<file path="config.mk">
export PLATFORM = sky130hd
export DESIGN_NAME = fare_sum_acc
export DESIGN_NICKNAME = d
export VERILOG_FILES = /design/src/rtl/fare_sum_acc.sv
export SDC_FILE = /design/constraint.sdc
export NUM_CORES = 1
export LEC_CHECK = 0
export BUFFER_PORTS_ARGS = -buffer_cell sky130_fd_sc_hd__buf_2
export CORE_AREA = 2 2 129 100
export CTS_BUF_LIST = sky130_fd_sc_hd__clkbuf_4
export DETAILED_ROUTE_END_ITERATION = 12
export DIE_AREA = 0 0 131 102
export PLACE_DENSITY = 0.6
export SYNTH_ARGS = -nofsm -noshare
export SYNTH_HDL_FRONTEND = slang
export SYNTH_SLANG_ARGS = --single-unit
</file>
<file path="constraint.sdc">
create_clock -name clk -period 14.9 [get_ports clk]
set_input_delay 1.49 -clock clk [delete_from_list [all_inputs] [get_ports clk]]
set_output_delay 1.49 -clock clk [all_outputs]
set_load 0.01 [all_outputs]
</file>
<file path="src/rtl/fare_sum_acc.sv">
// ----------------------------------------------------------------------------
// fare_sum_acc
//   Sequential BCD fare accumulator. It sums CHANNELS packed BCD fare
//   components into one DIGITS-wide BCD total, one channel per clock.
//   A per-channel enable mask selects which components are added. A carry out
//   of the top digit saturates the total to all-9s, and that saturation is
//   sticky for the rest of the sum. An enabled channel that holds a non-BCD
//   digit (greater than 9) poisons the whole sum.
//
// Ports
//   clk             in   1                  system clock, rising edge
//   rst             in   1                  synchronous reset, active-high
//   start           in   1                  request a new sum (accepted only when idle)
//   ch_en           in   CHANNELS           channel enable mask, latched with start
//   fare_in_bcd     in   CHANNELS*DIGITS*4  packed channels, channel i at [i*DIGITS*4 +: DIGITS*4]
//   fare_total_bcd  out  DIGITS*4           registered BCD total
//   max             out  1                  total saturated to all-9s
//   err             out  1                  an enabled channel held an invalid digit
//   busy            out  1                  high while accumulating
//   done            out  1                  one-cycle pulse when the result is valid
// ----------------------------------------------------------------------------
module fare_sum_acc #(
    parameter int DIGITS   = 4,
    parameter int CHANNELS = 3
) (
    input  logic                         clk,
    input  logic                         rst,
    input  logic                         start,
    input  logic [CHANNELS-1:0]          ch_en,
    input  logic [CHANNELS*DIGITS*4-1:0] fare_in_bcd,
    output logic [DIGITS*4-1:0]          fare_total_bcd,
    output logic                         max,
    output logic                         err,
    output logic                         busy,
    output logic                         done
);

    localparam int W     = DIGITS * 4;
    localparam int IDX_W = (CHANNELS > 1) ? $clog2(CHANNELS) : 1;
    localparam logic [IDX_W-1:0] LAST_IDX = IDX_W'(CHANNELS - 1);
    localparam logic [W-1:0]     ALL_NINES = {DIGITS{4'h9}};

    typedef enum logic {IDLE, ACC} state_t;

    state_t                       state;
    logic [CHANNELS*W-1:0]        ch_q;
    logic [CHANNELS-1:0]          en_q;
    logic [W-1:0]                 acc;
    logic [IDX_W-1:0]             idx;
    logic                         sat;
    logic                         bad;

    logic [W-1:0]                 cur_ch;
    logic                         cur_en;
    logic [W:0]                   add_res;
    logic [W-1:0]                 acc_nxt;
    logic                         sat_nxt;

    // Digit-serial BCD add with +6 correction; bit W of the result is the
    // carry out of the most significant digit.
    function automatic logic [W:0] bcd_add(input logic [W-1:0] a,
                                           input logic [W-1:0] b);
        logic [W-1:0] r;
        logic [4:0]   s;
        logic         c;
        r = '0;
        c = 1'b0;
        for (int d = 0; d < DIGITS; d++) begin
            s = {1'b0, a[d*4 +: 4]} + {1'b0, b[d*4 +: 4]} + {4'b0000, c};
            if (s > 5'd9) begin
                s = s + 5'd6;
                c = 1'b1;
            end else begin
                c = 1'b0;
            end
            r[d*4 +: 4] = s[3:0];
        end
        return {c, r};
    endfunction

    // True when any enabled channel carries a digit outside 0..9.
    // Disabled channels are deliberately not inspected.
    function automatic logic has_bad_digit(input logic [CHANNELS*W-1:0] fares,
                                           input logic [CHANNELS-1:0]   mask);
        logic found;
        found = 1'b0;
        for (int c = 0; c < CHANNELS; c++) begin
            for (int d = 0; d < DIGITS; d++) begin
                if (mask[c] && (fares[(c*DIGITS + d)*4 +: 4] > 4'd9)) begin
                    found = 1'b1;
                end
            end
        end
        return found;
    endfunction

    // Select the channel addressed by idx and form the next accumulator value.
    always_comb begin
        cur_ch = '0;
        cur_en = 1'b0;
        for (int i = 0; i < CHANNELS; i++) begin
            if (idx == IDX_W'(i)) begin
                cur_ch = ch_q[i*W +: W];
                cur_en = en_q[i];
            end
        end

        add_res = bcd_add(acc, cur_ch);
        acc_nxt = acc;
        sat_nxt = sat;
        if (cur_en && !sat && !bad) begin
            if (add_res[W]) begin
                sat_nxt = 1'b1;
                acc_nxt = ALL_NINES;
            end else begin
                acc_nxt = add_res[W-1:0];
            end
        end
    end

    always_ff @(posedge clk) begin
        if (rst) begin
            state          <= IDLE;
            ch_q           <= '0;
            en_q           <= '0;
            acc            <= '0;
            idx            <= '0;
            sat            <= 1'b0;
            bad            <= 1'b0;
            fare_total_bcd <= '0;
            max            <= 1'b0;
            err            <= 1'b0;
            busy           <= 1'b0;
            done           <= 1'b0;
        end else begin
            done <= 1'b0;
            case (state)
                IDLE: begin
                    if (start) begin
                        ch_q  <= fare_in_bcd;
                        en_q  <= ch_en;
                        acc   <= '0;
                        idx   <= '0;
                        sat   <= 1'b0;
                        bad   <= has_bad_digit(fare_in_bcd, ch_en);
                        busy  <= 1'b1;
                        state <= ACC;
                    end
                end
                ACC: begin
                    acc <= acc_nxt;
                    sat <= sat_nxt;
                    if (idx == LAST_IDX) begin
                        // Last channel processed this edge: publish the result
                        // from the next-state values, not the stale registers.
                        if (bad) begin
                            fare_total_bcd <= '0;
                            max            <= 1'b0;
                            err            <= 1'b1;
                        end else begin
                            fare_total_bcd <= acc_nxt;
                            max            <= sat_nxt;
                            err            <= 1'b0;
                        end
                        idx   <= '0;
                        busy  <= 1'b0;
                        done  <= 1'b1;
                        state <= IDLE;
                    end else begin
                        idx <= idx + IDX_W'(1);
                    end
                end
                default: state <= IDLE;
            endcase
        end
    end

endmodule
</file>
==> reports/qor.csv, run 1 <==
metric,value,unit
cp_common_cell,fa_1,
wl_per_cell,15.4,um
setup_violations,0,
postRouteAntennaNets,0,
cp-end-kind,flop,
max_freq,0.133,GHz
finalHoldViolations,0,
worst_pin_slew,1.19,ns
drt_pre_antenna_iters,4,
wl,12600,um
crit_path_start_kind,flop,
die_y,102,um
yosys.area.top_type_share,0.389,
area_growth,12.6,%
viasPerCell,5.34,
vias,4363,
first_global_vias,4048,
fillerInstances,1189,
holdWs,0.445,ns
crit_start,idx[1],
num_rows,35,
cts_sinks,92,
path_delay_family,adder cells,
antenna_found_initial,1,
final_nets,722,
clkPwrFrac,0.286,
ys_async_sr_fraction,0,
clockBufferDepth,2,
post_cts_resized,0,
p_sw_frac,0.297,
hold_start,fare_total_bcd[12],
io_pins,74,
netlist_top_cells_count,"nand2_1, dfxtp_1, a21oi_1",
post-synth-top-count-cell,nand2_1,
grtUsageTotal,0.193,
r2r_start,idx[1],
grt_max_degree,66,
gp_congestion,0.842,
synth.largest_area_cell,dfxtp_1,
cts_max_level,3,
fin_crit_sh,0.506,
cts-root-buf,clkbuf_4,
clock_latency,0.45,ns
path_class,flop to flop,
dieArea,13400,um^2
synth.area.top_cells,"dfxtp_1, nand2_1, a21oi_1, ha_1, mux2i_1",
layout_min_cycle_time,7.53,ns
crit_buf_inv,4,
ys_warn_count,0,
fin_tns_setup,0,ns
intPower,0.337,mW
drive_gt1_frac,0.154,
start_util,0.393,
drc,0,
final_util,0.442,
slowest_stage,dfxtp_1,
synth_edf_count,0,
p_seq_frac,0.552,
yosysSeqAreaShare,0.389,
crit_required,15.29,ns
hold_buffers,0,
fin_skew,0.0104,ns
dpl.hpwl,9240,um
grt_first_pass_wirelength,20000,um
cts_setup_buffers,0,
cts.clk_slew.worst_paths,0.14,ns
ir_drop,0.0311,mV
p_sw,0.142,mW
design.core.area,12000,um^2
grt-ovfl-total,0,
slew_headroom,0.203,
cts_buffers,9,
powerDensity,89.9,nW/um^2
cp_max_fo,31,
synth_cell_type_count,56,
syn_area,4730,um^2
drv_slew,0,
drt-initial-drc-count,326,
ys_ff_latch,92,
slowest_delay,0.53,ns
p_comb_frac,0.162,
crit_arrival,7.92,ns
die_w,131,um
rsz0062_at_grt,no,
port_buffers,73,
cts_tree,built,
postSynthCellCount,591,
drv_cap,0,
hp-class,flop to flop,
syn_nets,668,
avgSynthCellArea,8.00,um^2
leakagePower,2.11,nW
status,"complete, no violations",
synth_ff_type,dfxtp_1,
-- cell type report --
| cell class | count | area (um^2) | share of cell area |
|---|---|---|---|
| Clock inverter | 6 | 55.1 | 0.0103 |
| Tap cell | 166 | 208 | 0.0390 |
| Inverter | 26 | 97.6 | 0.0183 |
| Antenna cell | 1 | 2.50 | 0.000470 |
| Sequential cell | 92 | 1840 | 0.346 |
| Timing Repair Buffer | 79 | 410 | 0.0770 |
| Multi-Input combinational cell | 437 | 2640 | 0.495 |
| Clock buffer | 10 | 75.1 | 0.0141 |
-- placed cells by master (no fill, tap or decap), types with 3 or more instances in the layout --
cell type,synthesis,final
nor3_1,7,7
buf_4,2,6
clkbuf_4,0,10
a21o_1,6,6
a22oi_1,6,6
nor2b_1,8,8
nand2_1,149,149
o21a_1,6,6
nor2_1,16,15
o2111a_1,4,4
ha_1,16,16
buf_2,3,73
mux2i_1,18,18
nand4_1,3,3
a211o_1,3,3
xor2_1,4,4
o21ai_0,36,36
o221ai_1,11,11
o31ai_1,3,3
clkinv_1,0,3
fa_1,7,7
and3_1,3,3
nand2b_1,4,4
a21oi_1,69,69
nand3_1,5,5
o211ai_1,3,3
inv_1,26,26
or3_1,4,4
o22ai_1,15,15
a31oi_1,4,4
dfxtp_1,92,92
-- flip-flops by register name (all words and copies together), names as in the netlist --
signal,cells
acc,16
bad,1
busy,1
ch_q,48
done,1
en_q,3
err,1
fare_total_bcd,16
idx,2
max,1
sat,1
state,1
-- tightest hold or removal path: cells and delay by family (launching register included) --
family | cells | cell delay (ns)
and+or+nand+nor | 2 | 0.09
DFF | 1 | 0.33
-- logic make-up after synthesis --
| group | count (synthesis) | share of synthesized area |
|---|---|---|
| buffers and inverters | 62 | 0.0547 |
| flip-flops | 92 | 0.389 |
| multiplexers | 19 | 0.0405 |
| AO/OA/AOI/OAI | 187 | 0.254 |
| adder cells (fa/ha/maj) | 23 | 0.0719 |
| XOR/XNOR | 4 | 0.00740 |
| AND/OR/NAND/NOR | 204 | 0.182 |
-- per-stage QoR --
stage                     worst slack (ns)  std cells  total power [mW]  instance area [um^2]
after detailed placement              7.45        800             0.347                  5190
after global routing                  6.82        817             0.505                  5330
after floorplan                       8.27        591             0.322                  4730
after CTS                             7.41        816             0.482                  5330
final                                 7.37        817             0.479                  5330
after global placement                7.79        800             0.344                  5190
-- metal layers --
layer / vias up / GRT usage / share of wire
met3: 23 / 0.0429 / 0.063
li1: 2189 / - / -
met1: 2041 / 0.272 / 0.47
met5: - / 0 / 0
met2: 110 / 0.296 / 0.45
met4: 0 / 0.0573 / 0.018
-- power by group through the flow --
stage	sequential, mW	combinational [mW]	clock, mW
2_1_floorplan	0.266	0.0556	0
3_3_place_gp	0.270	0.0749	0
3_5_place_dp	0.270	0.0769	0
4_1_cts	0.264	0.0773	0.141
5_1_grt	0.266	0.0868	0.152
6_report	0.264	0.0774	0.137
-- path summary, 6_finish.rpt --
kind	to	slack (ns)	depth (start not counted)
min reg2reg	fare_total_bcd[12]	0.44	2
min	fare_total_bcd[12]	0.44	2
max reg2reg	acc[2]	7.37	27
max	acc[2]	7.37	27
Note: power is estimated with default switching activity, not from simulation.
==> run 2, diff against run 1 <==
--- a/config.mk
+++ b/config.mk
@@ -10,7 +10,7 @@
 export CTS_BUF_LIST = sky130_fd_sc_hd__clkbuf_4
 export DETAILED_ROUTE_END_ITERATION = 12
 export DIE_AREA = 0 0 131 102
-export PLACE_DENSITY = 0.6
+export PLACE_DENSITY = 0.62
 export SYNTH_ARGS = -nofsm -noshare
 export SYNTH_HDL_FRONTEND = slang
 export SYNTH_SLANG_ARGS = --single-unit
==> constraint.sdc (replaced) <==
create_clock -name clk -period 6.8 [get_ports clk]
set_input_delay 0.68 -clock clk [delete_from_list [all_inputs] [get_ports clk]]
set_output_delay 0.68 -clock clk [all_outputs]
set_load 0.01 [all_outputs]
==> run 2 against run 1 <==
Critical path depth is the same. Via count up 2.8%. Power grew 120%. Largest cell class unchanged. Combinational power rose by 140%. Worst setup slack worse by 7.1 ns. Largest power group unchanged. Die area unchanged.
==> reports/qor.csv, run 2 (synthesis results as in run 1) <==
metric,value,unit,change
layout_setup_ws,0.236,ns,-7.13 ns
clock_latency,0.46,ns,about the same
cts_sinks,92,,unchanged
fin_skew,0.0123,ns,+0.00190 ns
cp-end-kind,flop,,
viasPerCell,5.44,,+1.8%
setup_violations,0,,unchanged
drv_cap,0,,unchanged
holdPathStages,3,,+1
crit_path_start_kind,flop,,
area_growth,16.3,%,
die_w,131,um,unchanged
dp_slack,0.0339,ns,-7.42 ns
rr_worst_depth,27,,unchanged
drc,0,,unchanged
clockBufferDepth,2,,unchanged
slew_headroom,0.236,,+0.0336
hold_buffers,0,,unchanged
design.core.area,12000,um^2,unchanged
cp_max_fo,10,,-68%
worst_pin_slew,1.14,ns,-0.0502 ns
rr_endpoint,acc[2],,
final_nets,730,,+1.1%
drt_pre_antenna_iters,5,,+1
cts.clk_slew.worst_paths,0.15,ns,about the same
crit_start,idx[1],,
largest_reg_flops,48,,unchanged
start_util,0.393,,unchanged
grt-ovfl-total,0,,unchanged
fin_crit_sh,0.965,,+0.460
die_y,102,um,unchanged
grt_first_pass_wirelength,19700,um,-1.5%
r2r_start,idx[1],,
powerDensity,195,nW/um^2,+120%
hp-class,primary input to flop,,
path_class,flop to flop,,
drive_gt1_frac,0.190,,+0.0361
r2r_slack,0.24,ns,-7.13 ns
crit_required,7.20,ns,-8.09 ns
dp.cells,803,,+0.38%
first_global_vias,4023,,-0.62%
drv_slew,0,,unchanged
final_cell_mix,"nand2_1, dfxtp_1, buf_2",,
antenna_found_initial,0,,-1
power,1.07,mW,+120%
wl,13000,um,+3.4%
final_util,0.457,,+0.0143
crit_arrival,6.96,ns,-0.96 ns
whs_endpoint,ch_q[44],,
cts_buffers,9,,unchanged
cts-root-buf,clkbuf_4,,
dieArea,13400,um^2,unchanged
place_area,5220,um^2,+0.43%
io_pins,74,,unchanged
hold_start,fare_in_bcd[44],,
layout_min_cycle_time,6.56,ns,-0.971 ns
status,"complete, no violations",,
finalHoldViolations,0,,unchanged
fin_area,5500,um^2,+3.2%
grtUsageTotal,0.189,,-0.00340
cts_max_level,3,,unchanged
ir_drop,0.0844,mV,+170%
top_regs,"ch_q x48, acc x16, fare_total_bcd x16",,
top_register,ch_q,,
port_buffers,73,,unchanged
vias,4484,,+2.8%
layout.cells.non_filler,825,,+0.98%
gp_congestion,0.826,,-2.0%
max_freq,0.152,GHz,+15%
wl_per_cell,15.8,um,+2.4%
final_common_cell,nand2_1,,
grt_max_degree,66,,unchanged
num_rows,35,,unchanged
postRouteAntennaNets,0,,unchanged
cts_tree,built,,
drt-initial-drc-count,291,,-11%
dpl.hpwl,9230,um,-0.11%
leakagePower,2.16,nW,+2.2%
-- run 2: critical path, stage by stage, from the launching register on --
cell,delay (ns)
dfxtp_2,0.38
buf_4,0.18
mux2i_1,0.20
o22ai_1,0.11
ha_1,0.35
buf_4,0.17
xor2_2,0.21
nor2_1,0.08
o31ai_2,0.24
fa_2,0.27
inv_1,0.06
fa_2,0.58
nand2_1,0.10
a211o_1,0.34
fa_1,0.39
inv_1,0.08
fa_1,0.23
xor2_2,0.18
nand2_1,0.10
a211o_1,0.32
fa_1,0.41
inv_1,0.10
fa_1,0.25
xor2_2,0.25
o2bb2ai_4,0.20
o2111ai_4,0.21
a311o_1,0.38
a31oi_1,0.12
-- run 2: worst max-delay path by stage --
stage,to
after global routing,acc[2]
after floorplan,acc[11]
final,acc[2]
after detailed placement,acc[2]
after CTS,acc[2]
after global placement,fare_total_bcd[8]
-- run 2: area by class of cell --
type | instances | area, um^2
Fill cell | 1239 | 6540
Multi-Input combinational cell | 439 | 2750
Sequential cell | 92 | 1840
Timing Repair Buffer | 85 | 455
Tap cell | 166 | 208
Inverter | 26 | 97.6
Clock buffer | 10 | 75.1
Clock inverter | 6 | 63.8
Antenna cell | 1 | 2.50
-- run 2: per-stage QoR --
step | TNS (ns) | hold WS [ns]
floorplan | 0 | 0.436
global placement | 0 | 0.431
detailed placement | 0 | 0.434
CTS | 0 | 0.416
global route | -0.978 | 0.407
finish | 0 | 0.438
-- run 2: routing by layer --
| metal | routed length, um | up-vias | GRT usage |
|---|---|---|---|
| met5 | 0 | - | 0 |
| met4 | 214 | 0 | 0.0606 |
| met3 | 761 | 17 | 0.0403 |
| met2 | 5980 | 136 | 0.301 |
| met1 | 6090 | 2123 | 0.258 |
| li1 | - | 2208 | - |
-- run 2: where the power goes --
part	switching, mW	internal (mW)
clock	0.193	0.117
sequential	0.0179	0.561
combinational	0.113	0.0727
-- run 2: what timing repair did --
action                                  in CTS  in global routing
pin swaps                                    0                  6
setup buffers                                0                  3
resized for setup                            4                 15
endpoints found under the setup margin       7                 34
cloned                                       0                  2
==> run 3, diff against run 2 <==
--- a/config.mk
+++ b/config.mk
@@ -5,12 +5,15 @@
 export SDC_FILE = /design/constraint.sdc
 export NUM_CORES = 1
 export LEC_CHECK = 0
+export ABC_AREA = 1
 export BUFFER_PORTS_ARGS = -buffer_cell sky130_fd_sc_hd__buf_2
-export CORE_AREA = 2 2 129 100
+export CORE_AREA = 2 2 128 99
 export CTS_BUF_LIST = sky130_fd_sc_hd__clkbuf_4
 export DETAILED_ROUTE_END_ITERATION = 12
-export DIE_AREA = 0 0 131 102
+export DIE_AREA = 0 0 130 101
+export GPL_ROUTABILITY_DRIVEN = 1
 export PLACE_DENSITY = 0.62
+export RECOVER_POWER = 50
 export SYNTH_ARGS = -nofsm -noshare
 export SYNTH_HDL_FRONTEND = slang
 export SYNTH_SLANG_ARGS = --single-unit
==> run 3 against run 2 <==
The flow now finishes with violations (max-capacitance violations, max-slew violations). Wire length increased by 0.16%. Global-route usage increased by 1.7 points. Worst setup slack gained 0.22 ns. Combinational power rose by 45%.
==> reports/qor.csv, run 3 <==
metric,value,unit,change
ys_warn_count,0,,unchanged
final_cell_mix,"nand2_1, nor2_1, dfxtp_1",,
hp-class,primary input to flop,,
design.core.area,12000,um^2,-0.73%
leakagePower,2.35,nW,+8.8%
wl,13100,um,+0.16%
whs_endpoint,ch_q[28],,
postRouteAntennaNets,0,,unchanged
worst_pin_slew,2.35,ns,+1.21 ns
ir_drop,0.0901,mV,+6.7%
crit_buf_inv,6,,+1
final_nets,797,,+9.2%
path_delay_family,adder cells,,
ys_async_sr_fraction,0,,unchanged
crit_path_start_kind,flop,,
cts-root-buf,clkbuf_4,,
fillerInstances,1241,,+0.16%
drc,0,,unchanged
intPower,0.747,mW,-0.49%
fin_area,5290,um^2,-3.9%
post-synth-top-count-cell,nand2_1,,
port_buffers,73,,unchanged
failed_checks,"max-capacitance violations, max-slew violations",,
drv_slew,59,,+59
slowest_delay,0.47,ns,-0.11 ns
r2r_slack,0.46,ns,+0.22 ns
cts_sinks,92,,unchanged
layout.cells.non_filler,891,,+8.0%
top_regs,"ch_q x48, acc x16, fare_total_bcd x16",,
cts_tree,built,,
postSynthCellCount,654,,+11%
io_pins,74,,unchanged
clkPwrFrac,0.226,,-0.062
dieArea,13100,um^2,-1.7%
largest_reg_flops,48,,unchanged
p_sw_frac,0.334,,+0.0321
start_util,0.387,,-0.00539
final_common_cell,nand2_1,,
fin_tns_setup,0,ns,unchanged
drt_pre_antenna_iters,5,,unchanged
drv_cap,1,,+1
grt-ovfl-total,0,,unchanged
setup_violations,0,,unchanged
cts_max_level,3,,unchanged
fin_skew,0.0237,ns,+0.0115 ns
max_freq,0.158,GHz,+3.5%
slowest_stage,fa_2,,
drive_gt1_frac,0.154,,-0.0355
p_seq_frac,0.533,,-0.006
vias,4574,,+2.0%
avgSynthCellArea,7.08,um^2,-12%
gp_congestion,0.911,,+10%
fin_crit_sh,0.933,,-0.0326
clockBufferDepth,2,,unchanged
viasPerCell,5.13,,-5.5%
layout_min_cycle_time,6.34,ns,-0.221 ns
area_growth,14.2,%,
first_global_vias,4316,,+7.3%
powerDensity,212,nW/um^2,+8.5%
crit_arrival,6.71,ns,-0.25 ns
antenna_cells,0,,-1
synth_ff_type,dfxtp_1,,
wl_per_cell,14.7,um,-7.3%
die_y,101,um,-0.98%
rr_worst_depth,35,,+30%
yosysSeqAreaShare,0.398,,+0.00831
dpl.hpwl,9670,um,+4.7%
netlist_top_cells_count,"nand2_1, nor2_1, dfxtp_1",,
rr_endpoint,acc[14],,
p_sw,0.374,mW,+15%
cp-end-kind,flop,,
holdPathStages,3,,unchanged
syn_nets,731,,+9.4%
hold_start,fare_in_bcd[28],,
antenna_found_initial,0,,unchanged
synth.area.top_cells,"dfxtp_1, nand2_1, o21ai_0, nor2_1, nand3_1",,
grt_first_pass_wirelength,21000,um,+6.7%
final_util,0.442,,-0.0144
die_w,130,um,-0.76%
cts.clk_slew.worst_paths,0.14,ns,about the same
dp.cells,870,,+8.3%
yosys.area.top_type_share,0.398,,+0.00831
ys_ff_latch,92,,unchanged
synth.largest_area_cell,dfxtp_1,,
top_register,ch_q,,
r2r_start,idx[1],,
cts_buffers,9,,unchanged
clock_latency,0.45,ns,about the same
synth_edf_count,0,,unchanged
place_area,5130,um^2,-1.7%
finalHoldViolations,0,,unchanged
p_comb_frac,0.241,,+0.068
slew_headroom,-0.569,,-0.805
cp_max_fo,6,,-4
cp_common_cell,nand2_1,,
grt_max_degree,59,,-11%
drt-initial-drc-count,296,,+1.7%
status,finished with violations,,
synth_cell_type_count,34,,-39%
crit_required,7.17,ns,-0.03 ns
num_rows,35,,unchanged
path_class,flop to flop,,
grtUsageTotal,0.206,,+0.0168
syn_area,4630,um^2,-2.1%
## run 3: cell count changes after synthesis, moves of 18 or more
cell / change
nor2_1: +91
nand3_1: +48
o21ai_0: +45
a21oi_1: -28
inv_1: +22
mux2i_1: -18
nand2_1: -18
## run 3: per-layer routing
metal / vias to the layer above / track usage / part of all wire
li1: 2273 / - / -
met1: 2144 / 0.274 / 0.47
met2: 138 / 0.330 / 0.46
met3: 19 / 0.0525 / 0.061
met4: 0 / 0.0637 / 0.016
met5: - / 0 / 0
## run 3: cell families after synthesis
group / count (synthesis) / share of synthesized area
buf+inv: 82 / 0.0716
fa+ha+maj: 23 / 0.0735
simple gates: 312 / 0.286
compound gates: 143 / 0.167
xor+xnor: 2 / 0.00378
flops: 92 / 0.398
## run 3: metrics by stage
stage / total power [mW] / setup slack [ns] / hold slack [ns]
after global routing: 1.19 / -0.00628 / 0.411
final: 1.12 / 0.458 / 0.435
after CTS: 1.11 / 0.0157 / 0.423
after floorplan: 0.783 / 0.635 / 0.430
after global placement: 0.855 / 0.288 / 0.438
after detailed placement: 0.861 / -0.0953 / 0.445
## run 3: worst register-to-register path: cells and delay by family (launching register included)
kind / cells / cell delay (ns)
and+or+nand+nor: 19 / 2.35
AOI/OAI and AO/OA: 2 / 0.33
buffers and inverters: 6 / 0.50
adders and majority gates: 8 / 2.70
DFF: 1 / 0.39
## run 3: how the worst max path moves through the flow
| stage | slack, ns | from | cells after the start | to |
|---|---|---|---|---|
| final | 0.46 | idx[1] | 35 | acc[14] |
| after global routing | -0.006 | idx[1] | 36 | acc[9] |
| after CTS | 0.02 | idx[0] | 34 | acc[6] |
| after detailed placement | -0.1 | idx[0] | 34 | acc[1] |
| after global placement | 0.29 | idx[0] | 34 | acc[2] |
| after floorplan | 0.63 | idx[1] | 38 | acc[5] |
## run 3: layout make-up
cell class	count	area, um^2	area share
clock inverters	6	31.3	0.00592
clock buffers	10	75.1	0.0142
repair buffers	87	454	0.0859
well taps	166	208	0.0393
multi-input cells	480	2480	0.470
inverters	50	188	0.0355
flip-flops and latches	92	1850	0.349
## run 3: what timing repair did
item / in CTS / in global routing
gates resized for setup: 1 / 15
endpoints found under the setup margin: 26 / 34
hold buffers: 0 / 0
buffers inserted: 0 / 5
pin swaps: 1 / 4
gates cloned: 0 / 0
## run 3: power groups by stage
stage               Combinational [mW]  Sequential (mW)  Clock [mW]
finish                           0.270            0.597       0.254
global route                     0.306            0.601       0.281
CTS                              0.255            0.597       0.263
detailed placement               0.253            0.609           0
global placement                 0.247            0.609           0
floorplan                        0.188            0.595           0
